--- src/rtl/fifo_wr_arbiter.sv ---
// Round-robin, packet-aware arbiter sharing one FIFO write port among NUM_REQ producers.
// The grant path is combinational; a multi-beat packet holds the port until its last beat.
module fifo_wr_arbiter #(
    parameter  int NUM_REQ    = 4,
    parameter  int DATA_WIDTH = 8,
    localparam int IDW        = $clog2(NUM_REQ)
) (
    input  logic                          clk,
    input  logic                          rst_n,
    input  logic [NUM_REQ-1:0]            req_valid,
    input  logic [NUM_REQ-1:0]            req_last,
    input  logic [NUM_REQ*DATA_WIDTH-1:0] req_data,
    output logic [NUM_REQ-1:0]            req_ready,
    input  logic                          fifo_full,
    output logic                          fifo_wr_en,
    output logic [DATA_WIDTH-1:0]         fifo_wr_data,
    output logic                          busy,
    output logic [IDW-1:0]                owner,
    output logic [15:0]                   pkt_count
);

    typedef enum logic {ARB, LOCK} state_e;

    localparam logic [IDW:0]   NREQ     = (IDW+1)'(NUM_REQ);
    localparam logic [IDW-1:0] LAST_IDX = IDW'(NUM_REQ - 1);

    state_e                state_q, state_d;
    logic [IDW-1:0]        rr_ptr_q, rr_ptr_d;
    logic [IDW-1:0]        owner_q, owner_d;
    logic [15:0]           pkt_count_q, pkt_count_d;

    logic [DATA_WIDTH-1:0] beat [NUM_REQ];
    logic                  found;
    logic [IDW-1:0]        winner;
    logic [IDW-1:0]        sel;
    logic [IDW:0]          cand;
    logic                  grant_ok;
    logic                  accept;

    function automatic logic [IDW-1:0] next_idx(input logic [IDW-1:0] i);
        return (i == LAST_IDX) ? '0 : i + 1'b1;
    endfunction

    for (genvar g = 0; g < NUM_REQ; g++) begin : g_beat
        assign beat[g] = req_data[g*DATA_WIDTH +: DATA_WIDTH];
    end

    // Scan from the far end back toward rr_ptr so the closest valid index wins last.
    always_comb begin
        found  = 1'b0;
        winner = '0;
        cand   = '0;
        for (int k = NUM_REQ - 1; k >= 0; k--) begin
            cand = {1'b0, rr_ptr_q} + (IDW+1)'(k);
            if (cand >= NREQ) cand = cand - NREQ;
            if (req_valid[cand[IDW-1:0]]) begin
                found  = 1'b1;
                winner = cand[IDW-1:0];
            end
        end
    end

    // While locked, ready is offered to the owner even if it has no beat this cycle.
    always_comb begin
        sel       = (state_q == LOCK) ? owner_q : winner;
        grant_ok  = rst_n && !fifo_full && ((state_q == LOCK) || found);
        req_ready = '0;
        if (grant_ok) req_ready[sel] = 1'b1;
    end

    assign accept       = |(req_valid & req_ready);
    assign fifo_wr_en   = accept;
    assign fifo_wr_data = beat[sel];

    always_comb begin
        state_d     = state_q;
        rr_ptr_d    = rr_ptr_q;
        owner_d     = owner_q;
        pkt_count_d = pkt_count_q;
        if (accept) begin
            owner_d = sel;
            if (req_last[sel]) begin
                state_d     = ARB;
                rr_ptr_d    = next_idx(sel);
                pkt_count_d = pkt_count_q + 16'd1;
            end else begin
                state_d = LOCK;
            end
        end
    end

    always_ff @(posedge clk) begin
        if (!rst_n) begin
            state_q     <= ARB;
            rr_ptr_q    <= '0;
            owner_q     <= '0;
            pkt_count_q <= '0;
        end else begin
            state_q     <= state_d;
            rr_ptr_q    <= rr_ptr_d;
            owner_q     <= owner_d;
            pkt_count_q <= pkt_count_d;
        end
    end

    assign busy      = (state_q == LOCK);
    assign owner     = owner_q;
    assign pkt_count = pkt_count_q;

endmodule

--- config.mk ---
export PLATFORM = sky130hd
export DESIGN_NAME = fifo_wr_arbiter
export DESIGN_NICKNAME = d
export VERILOG_FILES = /design/src/rtl/fifo_wr_arbiter.sv
export SDC_FILE = /design/constraint.sdc
export NUM_CORES = 1
export LEC_CHECK = 0
export ABC_CLOCK_PERIOD_IN_PS = 7000
export BUFFER_PORTS_ARGS = -buffer_cell sky130_fd_sc_hd__buf_2
export CORE_MARGIN = 2
export CORE_UTILIZATION = 31
export CTS_BUF_LIST = sky130_fd_sc_hd__clkbuf_8
export CTS_CLUSTER_DIAMETER = 100
export CTS_CLUSTER_SIZE = 16
export DETAILED_ROUTE_END_ITERATION = 8
export PLACE_DENSITY = 0.65
export SETUP_SLACK_MARGIN = 0.4
export SLEW_MARGIN = 20
export SYNTH_ARGS = -nofsm -noshare
export SYNTH_HDL_FRONTEND = slang
export SYNTH_SLANG_ARGS = --single-unit
--- constraint.sdc ---
create_clock -name clk -period 7 [get_ports clk]
set_clock_uncertainty 0.2 [all_clocks]
set_input_delay 1.75 -clock clk [delete_from_list [all_inputs] [get_ports clk]]
set_output_delay 1.75 -clock clk [all_outputs]
set_load 0.01 [all_outputs]
# Word-level counts from Yosys, hierarchy flattened
# Cells that the tools add are included.
# Widths: inputs -> output; s select.
# word_totals
regBits	21
latchBits	0
ram_bits	0
mem_bits_ro	0
out_inout_bits	32
elab_cells	65
n_memories	0
# classes
add_sub_neg	9
n_mul	0
n_div	0
magnitude_cmp	11
eq_ne	1
shift	0
mux	31
bitwise	2
reduce_logical	7
# op_table
op	count
$mux 2	10
$add 16x1->16 const B	1
$bmux 8 s2	1
$mux 8	2
$lt 2x3->1 const B	5
$ge 3x3->1 const B	4
$mux 1	11
$bmux 1 s2	5
$sub 2x1->2 const B	4
$add 2x2->3 const B	2
$and 4x4->4	1
$mux 4	1
$reduce_or 4->1	1
$add 2x1->3 const B	1
$ge 2x3->1 const B	1
$logic_and 1x1->1	3
$not 2->3	1
$add 2x1->2 const B	1
$demux 1 s2	1
$eq 2x2->1 const B	1
$ge 2x1->1 const B	1
$reduce_and 2->1	1
$logic_not 1->1	1
$logic_or 1x1->1	1

# Depth between registers and ports, before layout
# depth
word_depth	18
ltp_mapped	15
mapped_depth_nobuf	12

# Least setup slack after synthesis
# Ideal clock, no wire load.
# synth_path
kind	in2out
startpoint	input req_valid[3]
endpoint	output fifo_wr_en
arrival_ps	3992
required_time_ps	5050
slack_ps	1058
stages	12
path_cell_list	and4b_1 o31a_1 nor2_1 buf_2 buf_2 inv_1 ha_1 a22o_1 and2_1 nor3_1 buf_2 inv_2
# synth_via
elab_chain_len	14
word_cells_on_any_way	27
cone_classes	order compare: 2; mux: 20; bitwise: 1; reduce/logical: 4
# synth_rtl
element	line_no	source
from (decl)	10	input logic [NUM_REQ-1:0] req_valid,
$bmux 1 s2	56	if (req_valid[cand[IDW-1:0]]) begin
$mux 1 (implied by the code)	56	
$mux 2 (4 in series)	56	
$mux 2	65	sel = (state_q == LOCK) ? owner_q : winner;
$lt 2x3->1 (implied by the code) / $ge 2x1->1 (equally long branches)	68	if (grant_ok) req_ready[sel] = 1'b1;
$logic_and 1x1->1 (implied by the code)	68	
$mux 1 (implied by the code)	68	
$demux 1 s2	68	
$mux 4	68	
$and 4x4->4 *	71	assign accept = |(req_valid & req_ready);
$reduce_or 4->1 *	71	
to (decl)	15	output logic fifo_wr_en,
# Mark *: on every way between the ends. The rest lies on a longest branch, timed or not. The select of a mux whose other input is x is not followed.

# Worst setup path in the final report
# Same ends and word-level chain as after synthesis.

==> summary.md <==
| Metric | Value |
|---|---|
| Outcome | finished clean |
| Clk_lat worst skew | 0.26 ns |
| Dpl ws | 0.848 ns |
| Number of enable flip-flop cells after synthesis | 0 |
| Boundary Pins | 75 |
| Congestion Overflow GR | 0 |
| WP data arrival | 4.19 ns |
| Final cell count without fillers | 342 |
| Die H | 76.8 um |
| Via density | 5.12 |
| Syn Area/Cell | 8.01 um2 |
| Internal | 0.000209 W |
| Sequential share of power | 39.5% |
| Max_slew headroom | between 60% and 70% |
| Placed Cells | 338 |
| Cts hold-fix bufs | 0 |
| DRT antenna net count | 0 |
| Cell Area, Synth | about 0.0016 mm2 |
| Final setup margin | approximately 0.86 ns |
| Hold crit path type | flop to flop |
| Total CTS buffers | 3 |
| P_sw | 0.000109 W |
| Final worst-path cycle share | 87.7% |
| Post-synth top flop | dfxtp_1 |
| Max frequency | roughly 0.16 GHz |
| N_diodes | 0 |
| CTS sink count | 21 |
| Setup crit end kind | primary output |
| Clk buf depth | 2 |
| Yosys reg bits | 21 |
| Initial antenna violation count | 0 |
| GRT Resource Usage Total | 14.4% |
| Filler instances | 563 |
| Register area share after synthesis | between 20% and 30% |
| Core Area | 0.00511 mm2 |
| GPL Wtd Cong | between 0.7 and 0.8 |
| # nets final | 319 |
| Routed WL | 4.36 mm |
| WS Path Type | input port to primary output |
| Vias in the first global route | 1,572 |
| RSZ-0062 raised after global routing | no |
| Crit path time final | 6.14 ns |
| Die area | approximately 0.006 mm2 |
| Routed vias | 1,752 |
| Root buffer cell | clkbuf_8 |
| Multi-input logic area | 0.00113 mm2 |
| Most frequent cells in the layout | buf_2 (74), nand2_1 (21), a21oi_1 (21), dfxtp_1 (21), nor2_1 (16) |
| # DRC | 0 |
| Seq. cell area | approximately 420 um2 |
| Comb pwr share | a little over a third |
| Pwr dens | 152 mW/mm2 |
| Area delta synth->final | 27.3% |
| Worst slew pin tran | 0.558 ns |
| Ys async rst share | 0% |
| Peak VDD IR | 66.9 uV |
| Buffers on Ports | 74 |
| 1st-iter DRT viols | 54 |
| Leading cell type in the layout, fill and taps excluded | buf_2 |
| Post-DP HPWL | 3.23 mm |
| Setup TNS | 0 ns |
| Syn Nets | 251 |
| # rows | 26 |
| Synthesis Warnings | 0 |
| Die W | 76.8 um |
| Layout cell share with drive strength beyond 1 | 37.9% |
| Endpoints failing hold | 0 |
| CP startpoint kind | input port |
| Pins over their slew limit | 0 |
| Data required, critical path | roughly 5 ns |
| First-pass GRT wire length | 7.23 mm |
| Share of power burned in the clock network | between 20% and 30% |
| Crit Path Max Fanout | 19 |
| Clk slew on worst S/H paths | approximately 0.08 ns |
| Leak pwr | approximately 0.95 nW |
| Post-CTS sizing | 0 |
| CTS tree | built |
| Total of max-cap violations | 0 |
| # Post-CTS Setup Buffers | 0 |
| Clock H-tree levels | 1 |
| Total power | ~0.00032 W |
| WL per Instance | 12.8 um |
| Drt first pass iters | 4 |
| Sw Share | 34.3% |
| Layout Utilization | 41.0% |
| Mapped Cells | 205 |
| Cell variety after synth | 50 |
| Starting Density | 32.2% |
| Final setup fails | 0 |
| Largest net degree at the start of global routing | 29 |
per-layer routing:
metal  vias to the layer above  GRT usage, %  share of wire, %
met1                       816          18.7                45
met4                         0          5.27              0.87
met2                        37          24.1                50
met5                         -             0                 0
met3                         4          1.88               3.8
li1                        895             -                 -
Yosys cell counts (all sizes together) (2+ instances only):
| cell type | n | area share (%) |
|---|---|---|
| o41ai | 3 | 2.1 |
| mux2 | 9 | 6.4 |
| nand2b | 6 | 2.3 |
| or4 | 5 | 2.3 |
| nor3 | 8 | 2.4 |
| clkbuf | 5 | 1.1 |
| and2 | 6 | 2.4 |
| dfxtp | 21 | 26 |
| o311ai | 2 | 1.1 |
| o31a | 3 | 1.6 |
| o21ai | 6 | 1.8 |
| nand3 | 12 | 3.7 |
| o31ai | 5 | 2.3 |
| a21oi | 21 | 6.4 |
| nor4 | 3 | 1.5 |
| nand2 | 22 | 5.2 |
| mux2i | 13 | 7.9 |
| buf | 8 | 3.6 |
| ha | 3 | 2.3 |
| inv | 4 | 0.91 |
| o21a | 2 | 0.91 |
| nor2 | 17 | 3.9 |
| a211oi | 3 | 1.7 |
registers in the layout, indices dropped and copies added (netlist names):
signal	cells
rr_ptr_q	2
pkt_count	16
owner	2
busy	1
stage by stage:
| step | cell area (um2) | hold WS, ns |
|---|---|---|
| finish | 2090 | 0.281 |
| global route | 2090 | 0.311 |
| CTS | 2090 | 0.287 |
| detailed placement | 2050 | 0.276 |
| global placement | 2050 | 0.265 |
| floorplan | 1640 | 0.292 |
worst paths after layout:
path	depth (start not counted)	to	slack (ns)	startpoint
worst min register to register	2	pkt_count[15]$_SDFFE_PN0P_	0.28	pkt_count[15]$_SDFFE_PN0P_
worst max register to register	11	pkt_count[5]$_SDFFE_PN0P_	3.60	busy$_SDFFE_PN0P_
worst max-delay path	11	fifo_wr_en	0.86	req_valid[3]
worst min-delay path	2	pkt_count[15]$_SDFFE_PN0P_	0.28	pkt_count[15]$_SDFFE_PN0P_
critical path, stage by stage:
cell      delay (ns)
buf_2           0.15
or2_4           0.25
a221o_2         0.34
nand2_2         0.10
clkinv_1        0.40
ha_1            0.38
a22o_1          0.24
and2_1          0.16
nor3_2          0.15
inv_2           0.11
buf_2           0.16
kinds of logic (layout without fill, tap and decap cells):
| family | count (synthesis) | after routing | share of synthesized area (%) |
|---|---|---|---|
| buffers and inverters | 18 | 85 | 5.86 |
| and+or+nand+nor | 87 | 87 | 28.0 |
| DFF | 21 | 21 | 25.6 |
| AOI/OAI and AO/OA | 54 | 54 | 24.0 |
| muxes | 22 | 22 | 14.3 |
| adders and majority gates | 3 | 3 | 2.29 |
power groups by stage:
| stage | Combinational, W | Clock (W) | Sequential (W) |
|---|---|---|---|
| floorplan | 0.0000813 | 0 | 0.000127 |
| global placement | 0.000111 | 0 | 0.000128 |
| detailed placement | 0.000112 | 0 | 0.000128 |
| CTS | 0.000112 | 0.0000843 | 0.000125 |
| global route | 0.000123 | 0.0000895 | 0.000126 |
| finish | 0.000111 | 0.0000808 | 0.000125 |
final cells by class:
type / count / share of cell area, %
clock buffers: 3 / 1.97
well taps: 70 / 4.19
multi-input cells: 166 / 54.2
inverters: 5 / 0.897
flip-flops and latches: 21 / 20.1
clock inverters: 1 / 0.239
repair buffers: 76 / 18.4
Note: power is estimated with default switching activity, not from simulation.
